===== src/rtl/pipe_pkg.sv =====
`default_nettype none
// ============================================================================
// Module      : pipe_pkg
// Description : Shared pipeline constants, forwarding entry type and the
//               latency clamp used by the forwarding scoreboard.
// Revision    : 1.0 - initial release
// ============================================================================
package pipe_pkg;

    localparam int DEF_REG_ADDR_WIDTH = 5;
    localparam int DEF_LAT_W          = 2;

    // Forward-select encoding for "read the register file".
    localparam int FWD_RF   = 0;

    localparam int LAT_ALU  = 1;
    localparam int LAT_LOAD = 2;

    typedef struct packed {
        logic                          valid;
        logic                          wr;
        logic [DEF_REG_ADDR_WIDTH-1:0] rd;
        logic [DEF_LAT_W-1:0]          lat;
    } fwd_entry_t;

    // Latency 0 behaves as 1; anything beyond the last tracked stage saturates.
    function automatic int clamp_lat(input int lat, input int depth);
        if (lat < 1) begin
            return 1;
        end
        if (lat > depth - 1) begin
            return depth - 1;
        end
        return lat;
    endfunction

endpackage
`default_nettype wire


===== src/rtl/fwd_youngest_match.sv =====
`default_nettype none
// ============================================================================
// Module      : fwd_youngest_match
// Description : Priority search of one register address against all tracked
//               stages; reports whether any writer matches and the youngest one.
// Revision    : 1.0 - initial release
// ============================================================================
module fwd_youngest_match #(
    parameter int REG_ADDR_WIDTH = 5,
    parameter int DEPTH          = 3,
    parameter int SEL_W          = 2
) (
    input  logic [REG_ADDR_WIDTH-1:0] i_addr,
    input  logic [DEPTH-1:0]          i_valid,
    input  logic [DEPTH-1:0]          i_wr,
    input  logic [REG_ADDR_WIDTH-1:0] i_rd [DEPTH],
    output logic                      o_hit,
    output logic [SEL_W-1:0]          o_idx
);

    // Walk oldest to youngest so the lowest matching stage overwrites last.
    always_comb begin
        o_hit = 1'b0;
        o_idx = '0;
        for (int k = DEPTH - 1; k >= 0; k--) begin
            if (i_valid[k] && i_wr[k] && (i_rd[k] != '0) && (i_rd[k] == i_addr)) begin
                o_hit = 1'b1;
                o_idx = SEL_W'(k);
            end
        end
    end

endmodule
`default_nettype wire


===== src/rtl/fwd_scoreboard.sv =====
`default_nettype none
// ============================================================================
// Module      : fwd_scoreboard
// Description : Tracks in-flight producers over DEPTH post-ID stages, drives
//               EX bypass selects, the ID stall, a stall counter and error flag.
// Revision    : 1.0 - initial release
// ============================================================================
module fwd_scoreboard
    import pipe_pkg::*;
#(
    parameter int REG_ADDR_WIDTH = DEF_REG_ADDR_WIDTH,
    parameter int NUM_SRC        = 2,
    parameter int DEPTH          = 3,
    parameter int LAT_W          = DEF_LAT_W,
    parameter int CNT_W          = 16,
    localparam int SEL_W         = $clog2(DEPTH)
) (
    input  logic                              clk_i,
    input  logic                              rst_i,
    input  logic                              id_valid_i,
    input  logic [NUM_SRC*REG_ADDR_WIDTH-1:0] id_rs_i,
    input  logic [NUM_SRC-1:0]                id_rs_used_i,
    input  logic [REG_ADDR_WIDTH-1:0]         id_rd_i,
    input  logic                              id_reg_write_i,
    input  logic [LAT_W-1:0]                  id_lat_i,
    input  logic                              flush_i,
    output logic                              stall_o,
    output logic [NUM_SRC*SEL_W-1:0]          fwd_sel_o,
    output logic                              ex_valid_o,
    output logic [CNT_W-1:0]                  stall_cnt_o,
    output logic                              fwd_err_o
);

    logic [DEPTH-1:0]                  r_valid;
    logic [DEPTH-1:0]                  r_wr;
    logic [REG_ADDR_WIDTH-1:0]         r_rd  [DEPTH];
    logic [LAT_W-1:0]                  r_lat [DEPTH];
    logic [NUM_SRC*REG_ADDR_WIDTH-1:0] r_ex_rs;
    logic [NUM_SRC-1:0]                r_ex_used;
    logic [CNT_W-1:0]                  r_stall_cnt;
    logic                              r_fwd_err;

    logic [NUM_SRC-1:0] w_id_hit;
    logic [NUM_SRC-1:0] w_ex_hit;
    logic [NUM_SRC-1:0] w_ex_take;
    logic [NUM_SRC-1:0] w_src_stall;
    logic [NUM_SRC-1:0] w_src_err;
    logic [SEL_W-1:0]   w_id_idx [NUM_SRC];
    logic [SEL_W-1:0]   w_ex_idx [NUM_SRC];
    logic [DEPTH-1:0]   w_ex_search_valid;
    logic [LAT_W-1:0]   w_id_lat;
    logic               w_stall;
    logic               w_issue;

    // The EX consumer sits in stage 0 itself, so it only forwards from older stages.
    assign w_ex_search_valid = {r_valid[DEPTH-1:1], 1'b0};

    generate
        for (genvar s = 0; s < NUM_SRC; s++) begin : g_src
            fwd_youngest_match #(
                .REG_ADDR_WIDTH (REG_ADDR_WIDTH),
                .DEPTH          (DEPTH),
                .SEL_W          (SEL_W)
            ) u_id_match (
                .i_addr  (id_rs_i[s*REG_ADDR_WIDTH +: REG_ADDR_WIDTH]),
                .i_valid (r_valid),
                .i_wr    (r_wr),
                .i_rd    (r_rd),
                .o_hit   (w_id_hit[s]),
                .o_idx   (w_id_idx[s])
            );

            fwd_youngest_match #(
                .REG_ADDR_WIDTH (REG_ADDR_WIDTH),
                .DEPTH          (DEPTH),
                .SEL_W          (SEL_W)
            ) u_ex_match (
                .i_addr  (r_ex_rs[s*REG_ADDR_WIDTH +: REG_ADDR_WIDTH]),
                .i_valid (w_ex_search_valid),
                .i_wr    (r_wr),
                .i_rd    (r_rd),
                .o_hit   (w_ex_hit[s]),
                .o_idx   (w_ex_idx[s])
            );

            // A producer at stage k is forwardable to ID one stage later, hence k+1.
            assign w_src_stall[s] = id_valid_i && id_rs_used_i[s] && w_id_hit[s] &&
                                    ((int'(w_id_idx[s]) + 1) < int'(r_lat[w_id_idx[s]]));

            assign w_ex_take[s] = r_valid[0] && r_ex_used[s] && w_ex_hit[s];
            assign w_src_err[s] = w_ex_take[s] &&
                                  (int'(w_ex_idx[s]) < int'(r_lat[w_ex_idx[s]]));

            assign fwd_sel_o[s*SEL_W +: SEL_W] = w_ex_take[s] ? w_ex_idx[s] : SEL_W'(FWD_RF);
        end
    endgenerate

    assign w_stall  = (|w_src_stall) && !flush_i;
    assign w_issue  = id_valid_i && !w_stall && !flush_i;
    assign w_id_lat = LAT_W'(clamp_lat(int'(id_lat_i), DEPTH));

    always_ff @(posedge clk_i or posedge rst_i) begin
        if (rst_i) begin
            r_valid     <= '0;
            r_wr        <= '0;
            for (int k = 0; k < DEPTH; k++) begin
                r_rd[k]  <= '0;
                r_lat[k] <= '0;
            end
            r_ex_rs     <= '0;
            r_ex_used   <= '0;
            r_stall_cnt <= '0;
            r_fwd_err   <= 1'b0;
        end else begin
            // Older stages always advance; a stall only turns stage 0 into a bubble.
            for (int k = DEPTH - 1; k > 0; k--) begin
                r_valid[k] <= r_valid[k-1];
                r_wr[k]    <= r_wr[k-1];
                r_rd[k]    <= r_rd[k-1];
                r_lat[k]   <= r_lat[k-1];
            end
            r_valid[0] <= w_issue;
            r_wr[0]    <= w_issue && id_reg_write_i;
            r_rd[0]    <= id_rd_i;
            r_lat[0]   <= w_id_lat;
            r_ex_rs    <= w_issue ? id_rs_i : '0;
            r_ex_used  <= w_issue ? id_rs_used_i : '0;

            if (w_stall && (r_stall_cnt != '1)) begin
                r_stall_cnt <= r_stall_cnt + 1'b1;
            end
            if (|w_src_err) begin
                r_fwd_err <= 1'b1;
            end
        end
    end

    assign stall_o     = w_stall;
    assign ex_valid_o  = r_valid[0];
    assign stall_cnt_o = r_stall_cnt;
    assign fwd_err_o   = r_fwd_err;

endmodule
`default_nettype wire


===== config.mk =====
export PLATFORM = sky130hd
export DESIGN_NAME = fwd_scoreboard
export DESIGN_NICKNAME = d
export VERILOG_FILES = /design/src/rtl/pipe_pkg.sv /design/src/rtl/fwd_youngest_match.sv /design/src/rtl/fwd_scoreboard.sv
export SDC_FILE = /design/constraint.sdc
export NUM_CORES = 1
export LEC_CHECK = 0
export ABC_CLOCK_PERIOD_IN_PS = 4850
export CAP_MARGIN = 20
export CORE_UTILIZATION = 53
export CTS_CLUSTER_DIAMETER = 50
export DETAILED_ROUTE_END_ITERATION = 10
export PLACE_DENSITY = 0.82
export RECOVER_POWER = 50
export SLEW_MARGIN = 25
export SYNTH_ARGS = -nofsm -noshare
export SYNTH_HDL_FRONTEND = slang
export SYNTH_SLANG_ARGS = --single-unit

===== constraint.sdc =====
create_clock -name clk_i -period 4.85 [get_ports clk_i]
set_input_delay 0.7275 -clock clk_i [delete_from_list [all_inputs] [get_ports clk_i]]
set_output_delay 0.7275 -clock clk_i [all_outputs]
set_load 0.05 [all_outputs]

==> flow_metrics.env <==
export IMPL_status="complete, but fails checks"
export IMPL_violations="capacitance limit, slew limit"
export IMPL_synth_simple_gate_area_share_pct=18.6
export IMPL_hold_viol=0
export IMPL_fmaxAchievable_mhz=214
export IMPL_drive_gt1_share_pct=9.74
export IMPL_diodes=0
export IMPL_worstPathCellList="clkdlybuf4s50_1 -> xor2_1 -> nor3_1 -> nand4_1 -> nor2_2 -> mux2i_1 -> nor2_1 -> a21oi_1 -> fa_1 -> nor2b_1 -> a32oi_1 -> nand2_1 -> o31a_2 -> nor2_2 -> buf_12"
export IMPL_crit_type="input pin to output port"
export IMPL_fin_tns_setup_ns=0
export IMPL_yosysTopAreaCellShare_pct=49.0
export IMPL_clkSinkCount=56
export IMPL_area_delta_synth_final_pct=22.9
export IMPL_drt_iter0_drc=139
export IMPL_drtPass1Iterations=4
export IMPL_detailed_place_hpwl_mm=4.43
export IMPL_synthCells=263
export IMPL_p_int_mw=0.679
export IMPL_clk_latency_ns=0.31
export IMPL_period_share_pct=96.4
export IMPL_synth_mux_area_share_pct=1.14
export IMPL_netlist_area_um2=2860
export IMPL_hold_path_class="register to register"
export IMPL_grt_use_total_pct=23.5
export IMPL_totalPowerFinal_mw=0.886
export IMPL_path_clk_slew_ns=0.10
export IMPL_synth_top_cells_by_count="dfrtp_1 (56), xnor2_1 (35), xor2_1 (29)"
export IMPL_fin_skew_ns=0.00907
export IMPL_cts_buffers=5
export IMPL_synthXorXnorAreaFrac_pct=19.6
export IMPL_antenna_left=0
export IMPL_sequentialPowerShare_pct=56.8
export IMPL_p_switching_mw=0.207
export IMPL_cts_tree="built"
export IMPL_yosysTopAreaCell="dfrtp_1"
export IMPL_swShare_pct=23.3
export IMPL_initial_core_util_pct=55.6
export IMPL_die_area_um2=5690
export IMPL_routedWlPerCell_um=15.7
export IMPL_htree_levels=2
export IMPL_yosysSeqAreaShare_pct=49.0
export IMPL_drc=0
export IMPL_synth_edf_count=0
export IMPL_hold_buffers=0
export IMPL_worstPathArrival_ns=3.95
export IMPL_power_density_nw_per_um2=252
export IMPL_finalSetupViolations=0
export IMPL_core_area_um2=5140
export IMPL_yosysWarnings=0
export IMPL_fin_crit_ns=4.68
export IMPL_nets=336
export IMPL_drt_wl_total_mm=5.94
export IMPL_slew_headroom_pct=-86.0
export IMPL_synth_compound_area_share_pct=6.39
export IMPL_ir_drop_mv=0.158
export IMPL_power_frac_comb_pct=10.2
export IMPL_cp_top_family="simple AND/OR/NAND/NOR gates"
export IMPL_gp_congestion=0.819
export IMPL_crit_fanout=4
export IMPL_yosys_area_share_adder_pct=2.71
export IMPL_vias=2020
export IMPL_worstMarginPinSlew_ns=2.79
export IMPL_p_leak_nw=1.49
export IMPL_start_kind="input pin"
export IMPL_path_buf_inv=2
export IMPL_synth_area_leaders="dfrtp_1 (49%), xnor2_1 (11%), xor2_1 (8.9%)"
export IMPL_synth_most_common_cell="dfrtp_1"
export IMPL_rows=26
export IMPL_vias_per_cell=5.34
export IMPL_fin_ws_ns=0.173
export IMPL_grt_ovfl_total=0
export IMPL_power_share_clock_pct=33.0
export IMPL_grt_pass1_vias=1989
export IMPL_fp_dieH_um=75.4
export IMPL_clockBufferDepth=2
export IMPL_avgSynthCellArea_um2=10.9
export IMPL_cp_slowest_cell="clkdlybuf4s50_1"
export IMPL_slew_violations=57
export IMPL_antenna_found_initial=0
export IMPL_io_buffers=45
export IMPL_grt_pass1_wl_mm=9.62
export IMPL_nFillCells=396
export IMPL_io_pins=47
export IMPL_worst_path_most_repeated_cell="nor2_2"
export IMPL_post_place_ws_ns=0.0983
export IMPL_end_kind="output port"
export IMPL_ys_async_sr_fraction_pct=100
export IMPL_synth_net_count=292
export IMPL_die_w_um=75.4
export IMPL_clock_root_buffer="clkbuf_8"
export IMPL_synthFlopType="dfrtp_1"
export IMPL_worstPathRequired_ns=4.12
export IMPL_critical_path_max_stage_delay_ns=0.50
export IMPL_synth_seq_cells=56
export IMPL_synth_top_family_by_area="XOR/XNOR gates"
export IMPL_synth_cell_types=43
export IMPL_maxCapViolations=1
export IMPL_grt_max_degree=57
-- registers in the layout (all words and copies together) (netlist names) --
name	count
fwd_err_o	1
r_ex_rs	10
r_ex_used	2
r_lat	6
r_rd	15
r_valid	3
r_wr	3
stall_cnt_o	16
-- worst reg2reg max path, stage by stage (launching register included) --
cell	delay (ns)
dfrtp_1	0.49
or3_1	0.40
o311a_2	0.41
and4_4	0.19
nor3_2	0.32
a21oi_1	0.07
a21oi_1	0.16
fa_1	0.43
nand2b_1	0.16
a21o_2	0.14
o2111ai_4	0.16
a221oi_4	0.61
mux2_2	0.40
-- path summary, 6_finish.rpt --
kind	startpoint	endpoint	slack (ns)	depth (start not counted)
min in group asynchronous	rst_i	r_rd[12]	1.91	3
hold reg to reg	r_lat[4]	r_lat[2]	0.36	0
hold / removal	r_lat[4]	r_lat[2]	0.36	0
max in group asynchronous	rst_i	stall_cnt_o[15]	1.36	3
setup / recovery	id_rs_i[1]	stall_o	0.17	15
setup reg to reg	r_rd[5]	stall_cnt_o[1]	0.79	12
-- cells by family after synthesis --
| kind of cell | count (synthesis) |
|---|---|
| DFF | 56 |
| buffers and inverters | 17 |
| AOI/OAI and AO/OA | 19 |
| adders and majority gates | 5 |
| xor gates and xnor gates | 64 |
| muxes | 3 |
| and+or+nand+nor | 99 |
-- layout by cell type, fill, tap and decap left out, drive strengths merged, types with 4 or more instances in the layout --
cell / instances
a21oi: 5
and2: 15
and3: 5
buf: 4
clkbuf: 8
clkdlybuf4s50: 37
dfrtp: 56
dlygate4sd3: 7
nand2: 17
nand3: 10
nand4: 12
nor2: 15
nor3: 11
xnor2: 35
xor2: 29
-- repair_timing --
action,4_1_cts,5_1_grt
setup buffers,0,0
endpoints found under the setup margin,0,1
resized for setup,0,6
-- through the flow --
stage                     utilization (%)  instances  instance area, µm²  hold WS [ns]
after floorplan                         -        263                2860         0.331
after global placement               65.9        370                3390         0.333
after detailed placement             65.9        370                3390         0.336
after CTS                            68.0        378                3490         0.358
after global routing                 68.3        378                3510         0.371
final                                68.3        378                3510         0.359
-- area by class of cell --
| class | count | area (µm²) | area share (%) |
|---|---|---|---|
| Tap cell | 70 | 87.6 | 2.49 |
| Inverter | 4 | 15.0 | 0.428 |
| Multi-Input combinational cell | 190 | 1410 | 40.1 |
| Clock buffer | 6 | 72.6 | 2.07 |
| Clock inverter | 2 | 35.0 | 0.998 |
| Sequential cell | 56 | 1400 | 39.9 |
| Timing Repair Buffer | 50 | 490 | 14.0 |
-- routing by layer --
layer	up-vias	global-route usage (%)	routed length, µm
li1	974	-	-
met1	994	30.2	2610
met2	50	41.3	3100
met3	2	4.37	213
met4	0	5.97	17
met5	-	0	0
-- power by group through the flow --
stage,combinational [mW],sequential (mW),clock [mW]
finish,0.0903,0.503,0.293
global route,0.0999,0.505,0.320
CTS,0.0921,0.503,0.297
detailed placement,0.0918,0.512,0
global placement,0.0893,0.511,0
floorplan,0.0608,0.502,0
(Power assumes the default switching activity.)
==> RTL change 1 (same settings) <==
The parameter `NUM_SRC` goes from 2 to 4.
--- a/src/rtl/fwd_scoreboard.sv
+++ b/src/rtl/fwd_scoreboard.sv
@@ -10,5 +10,5 @@
 #(
     parameter int REG_ADDR_WIDTH = DEF_REG_ADDR_WIDTH,
-    parameter int NUM_SRC        = 2,
+    parameter int NUM_SRC        = 4,
     parameter int DEPTH          = 3,
     parameter int LAT_W          = DEF_LAT_W,
Ports: changed (resized fwd_sel_o, id_rs_i and id_rs_used_i); port bits go from 47 to 63. No check against the original RTL was run, so the function may have changed too.
==> RTL change 1 against the original RTL <==
The flow still finishes with violations (capacitance limit, slew limit). Final area increased by 46%. Wire length increased by 73%. Total power grew 40%. Utilization up 0.98 points. Register-to-register slack got worse by 0.39 ns. Sequential cell count is 12 higher. Synthesized area increased by 45%. Synthesized cell count rose by 58%. Worst setup slack worse by 0.053 ns. Critical path type unchanged. Critical endpoint unchanged. Largest cell class unchanged. Largest power group unchanged.
==> RTL change 1: results (changes against the original RTL) <==
* CP max stage delay at 0.56 ns (+0.06 ns)
* CLK BUF at 11 (+5)
* Non-CTS buffers at 83 (+66%)
* 1st-iter DRT viols at 242 (+74%)
* Via/cell ratio at 5.62 (+5.1%)
* Max FFs per register at 20 (+4)
* Clock Skews at 0.0111 ns (+0.00204 ns)
* GPL Wtd Cong at 0.897 (+9.5%)
* First-pass GRT wire length at 16200 µm (+69%)
* Yosys cell types at 41 (-4.7%)
* Crit path DAT at 4.00 ns (+0.05 ns)
* Critical R2R Capture: r_ex_rs[8]$_DFF_PP0_
* Adder-Cell Fraction of Synth Area at 3.44% (+0.72 points)
* Max-cap violations at 1 (unchanged)
* PwrDens at 242 mW/mm² (-4.0%)
* Status: finished with violations
* Post-synthesis compound-gate area fraction at 3.83% (-2.6 points)
* Violated checks: capacitance limit, slew limit
* Clock slew at reported path FFs at 0.07 ns (-0.03 ns)
* Final Max Slew Viols at 47 (-18%)
* GRT Overall Usage at 25.9% (+2.4 points)
* Post-DP Area at 0.00488 mm² (+44%)
* Sink Count at 68 (+21%)
* Fill cells at 549 (+39%)
* Reg2reg setup slack at 0.40 ns (-0.39 ns)
* Later-pin clock latency in the skew report at 0.35 ns (+0.04 ns)
-- RTL change 1: worst max path at each step --
stage | startpoint | to | slack [ns]
after floorplan | r_rd[10]$_DFF_PP0_ | stall_o | 0.15
after global placement | id_rs_i[13] | r_ex_rs[8]$_DFF_PP0_ | 0.08
after detailed placement | id_rs_i[13] | r_ex_rs[8]$_DFF_PP0_ | -0.03
after CTS | r_rd[12]$_DFF_PP0_ | stall_o | 0.03
after global routing | id_rs_i[7] | stall_o | -0.06
final | id_rs_i[7] | stall_o | 0.12
-- RTL change 1: worst reg2reg max path, delay by kind of cell (launching register included) --
family	cells	cell delay [ns]
DFF	1	0.48
AOI/OAI and AO/OA	4	0.67
buffers and inverters	2	0.40
and+or+nand+nor	7	2.35
adders and majority gates	1	0.48
-- RTL change 1: per-stage QoR --
step,hold WS (ns),setup WS [ns],instances,utilization [%]
5_1_grt,0.383,-0.0607,590,69.3
4_1_cts,0.353,0.0257,586,68.3
3_3_place_gp,0.336,0.0755,570,65.9
6_report,0.352,0.120,590,69.3
3_5_place_dp,0.337,-0.0253,570,65.9
2_1_floorplan,0.331,0.149,415,-
-- RTL change 1: layer usage --
| metal | part of all wire (%) | GRT usage (%) | vias to the layer above |
|---|---|---|---|
| met5 | 0 | 0 | - |
| met1 | 42 | 31.9 | 1619 |
| li1 | - | - | 1528 |
| met3 | 5.7 | 4.46 | 32 |
| met4 | 4.0 | 15.1 | 0 |
| met2 | 48 | 42.8 | 134 |
-- RTL change 1: kinds of logic after synthesis --
logic type,count (synthesis)
flops,68
buf+inv,33
compound gates,21
xor+xnor,114
simple gates,164
mux,6
fa+ha+maj,9
-- RTL change 1: report_power, final --
group          internal (mW)  switching (mW)
sequential             0.586          0.0250
combinational         0.0849          0.0938
clock                  0.235           0.218
==> RTL change 2 (same settings) <==
Without the edit above. Make the reset (`rst_i`) synchronous in one clocked block.
--- a/src/rtl/fwd_scoreboard.sv
+++ b/src/rtl/fwd_scoreboard.sv
@@ -100,5 +100,5 @@
     assign w_id_lat = LAT_W'(clamp_lat(int'(id_lat_i), DEPTH));
 
-    always_ff @(posedge clk_i or posedge rst_i) begin
+    always_ff @(posedge clk_i) begin
         if (rst_i) begin
             r_valid     <= '0;
Formal check against the unedited RTL: differs if rst_i is asserted again (counterexample within 4 cycles, from zero or initial values and one cycle with rst_i high); with rst_i held inactive, the same outputs for 10 cycles.
==> RTL change 2 against the original RTL <==
Worst setup slack better by 0.021 ns. Wire length is 7.4% higher. Synthesized area hardly changed. Final area is 0.64% lower. Clock skew is 0.0033 ns lower. Sequential cell count stayed put. Critical path depth stayed put. Total power is 7.1% lower. Largest cell class unchanged.
==> RTL change 2: results (changes against the original RTL) <==
* Non-CTS buffers at 54 (+8.0%)
* Top post-synthesis cells by area: dfxtp_1 39%, xor2_1 8.9%, xnor2_1 7.1%
* Leakage power at 1.42 nW (-4.2%)
* Sw Share at 25.1% (+1.8 points)
* Worst vdd ir at 0.194 mV (+22%)
* # nets final at 384 (+14%)
* Via/cell ratio at 5.34 (-0.11%)
* Hold slack at 0.463 ns (+0.104 ns)
* Hold_sp: r_lat[0][0]$_SDFF_PP0_
* Worst r2r src: r_rd[5]$_SDFF_PP0_
* First-pass GRT wire length at 10100 µm (+5.5%)
* Final Max Slew Viols at 0 (-100%)
* Clock tree cell share of total cell area at 2.65% (-0.41 points)
* DP HPWL at 4620 µm (+4.3%)
* Clk. pwr at 0.258 mW (-12%)
* Resized cells post-CTS at 1 (+1)
* Path depth of the worst reg2reg path at 16 (+4)
* Hold Path Depth at 1 (+1)
* Synth top cells by count: 56 x dfxtp_1, 29 x xor2_1, 26 x nor2b_1
* FFs w/ async S/R, synth at 0% (-100 points)
* Yosys cell types at 48 (+12%)
* GPL Wtd Cong at 0.859 (+4.8%)
* Primary flip-flop cell chosen by synthesis mapping: dfxtp_1
* Layout cell share with drive strength beyond 1 at 8.43% (-1.3 points)
* Register area share after synthesis at 39.3% (-9.8 points)
* Fill cells at 442 (+12%)
* Status: complete, no violations
* Crit path DAT at 3.93 ns (-0.02 ns)
* Wire per inst at 15.0 µm (-4.7%)
* Sequential power share at 58.9% (+2.1 points)
* Inverters, non-clock at 5 (+1)
* 1st-iter DRT viols at 146 (+5.0%)
* Number of global-route vias before repair at 2153 (+8.2%)
* Hold EP: r_lat[1][0]$_SDFF_PP0_
* Worst slew pin tran at 1.31 ns (-1.48 ns)
* Critical R2R Capture: stall_cnt_o[15]$_SDFFE_PP0P_
* Final cell count without fillers at 426 (+13%)
[RTL change 2: changes by cell type after synthesis, sizes merged, moves of 6 or more]
cell / delta
buf: +8
a21oi: +11
xnor2: -12
o21ai: +6
or3: +7
dfrtp: -56
nor2b: +24
dfxtp: +56
[RTL change 2: worst max-delay path, delay by kind of cell]
kind                       cells  cell delay (ns)
buffers and inverters          3             0.80
adders and majority gates      1             0.45
and+or+nand+nor                6             1.13
muxes                          1             0.21
AOI/OAI and AO/OA              3             0.42
xor gates and xnor gates       1             0.19
[RTL change 2: per-layer routing]
layer	share of wire (%)	track usage (%)
met5	0	0
met4	1.5	8.44
met3	4.9	5.56
met2	50	41.9
met1	44	30.1
[RTL change 2: worst max path at each step]
stage	start	endpoint	slack [ns]	depth (start not counted)
finish	id_rs_i[3]	stall_o	0.19	15
floorplan	r_rd[5]$_SDFF_PP0_	stall_cnt_o[6]$_SDFFE_PP0P_	0.37	15
global route	id_rs_i[3]	stall_o	-0.02	15
global placement	id_rs_i[8]	stall_o	0.17	13
CTS	id_rs_i[8]	stall_o	0.05	16
detailed placement	id_rs_i[8]	stall_o	0.04	13
[RTL change 2: stage by stage]
step / TNS [ns] / area [µm²] / worst slack [ns] / power (mW)
after detailed placement: 0 / 3330 / 0.0382 / 0.575
after CTS: 0 / 3430 / 0.0511 / 0.830
after floorplan: 0 / 2860 / 0.367 / 0.540
final: 0 / 3490 / 0.195 / 0.823
after global routing: -0.0245 / 3490 / -0.0245 / 0.858
after global placement: 0 / 3330 / 0.174 / 0.573
[RTL change 2: logic make-up after synthesis]
group | after synthesis | share of synthesized area, %
compound gates | 39 | 9.38
flops | 56 | 39.3
fa+ha+maj | 5 | 2.72
mux | 4 | 1.45
xor+xnor | 52 | 16.0
buf+inv | 23 | 4.16
simple gates | 133 | 27.1
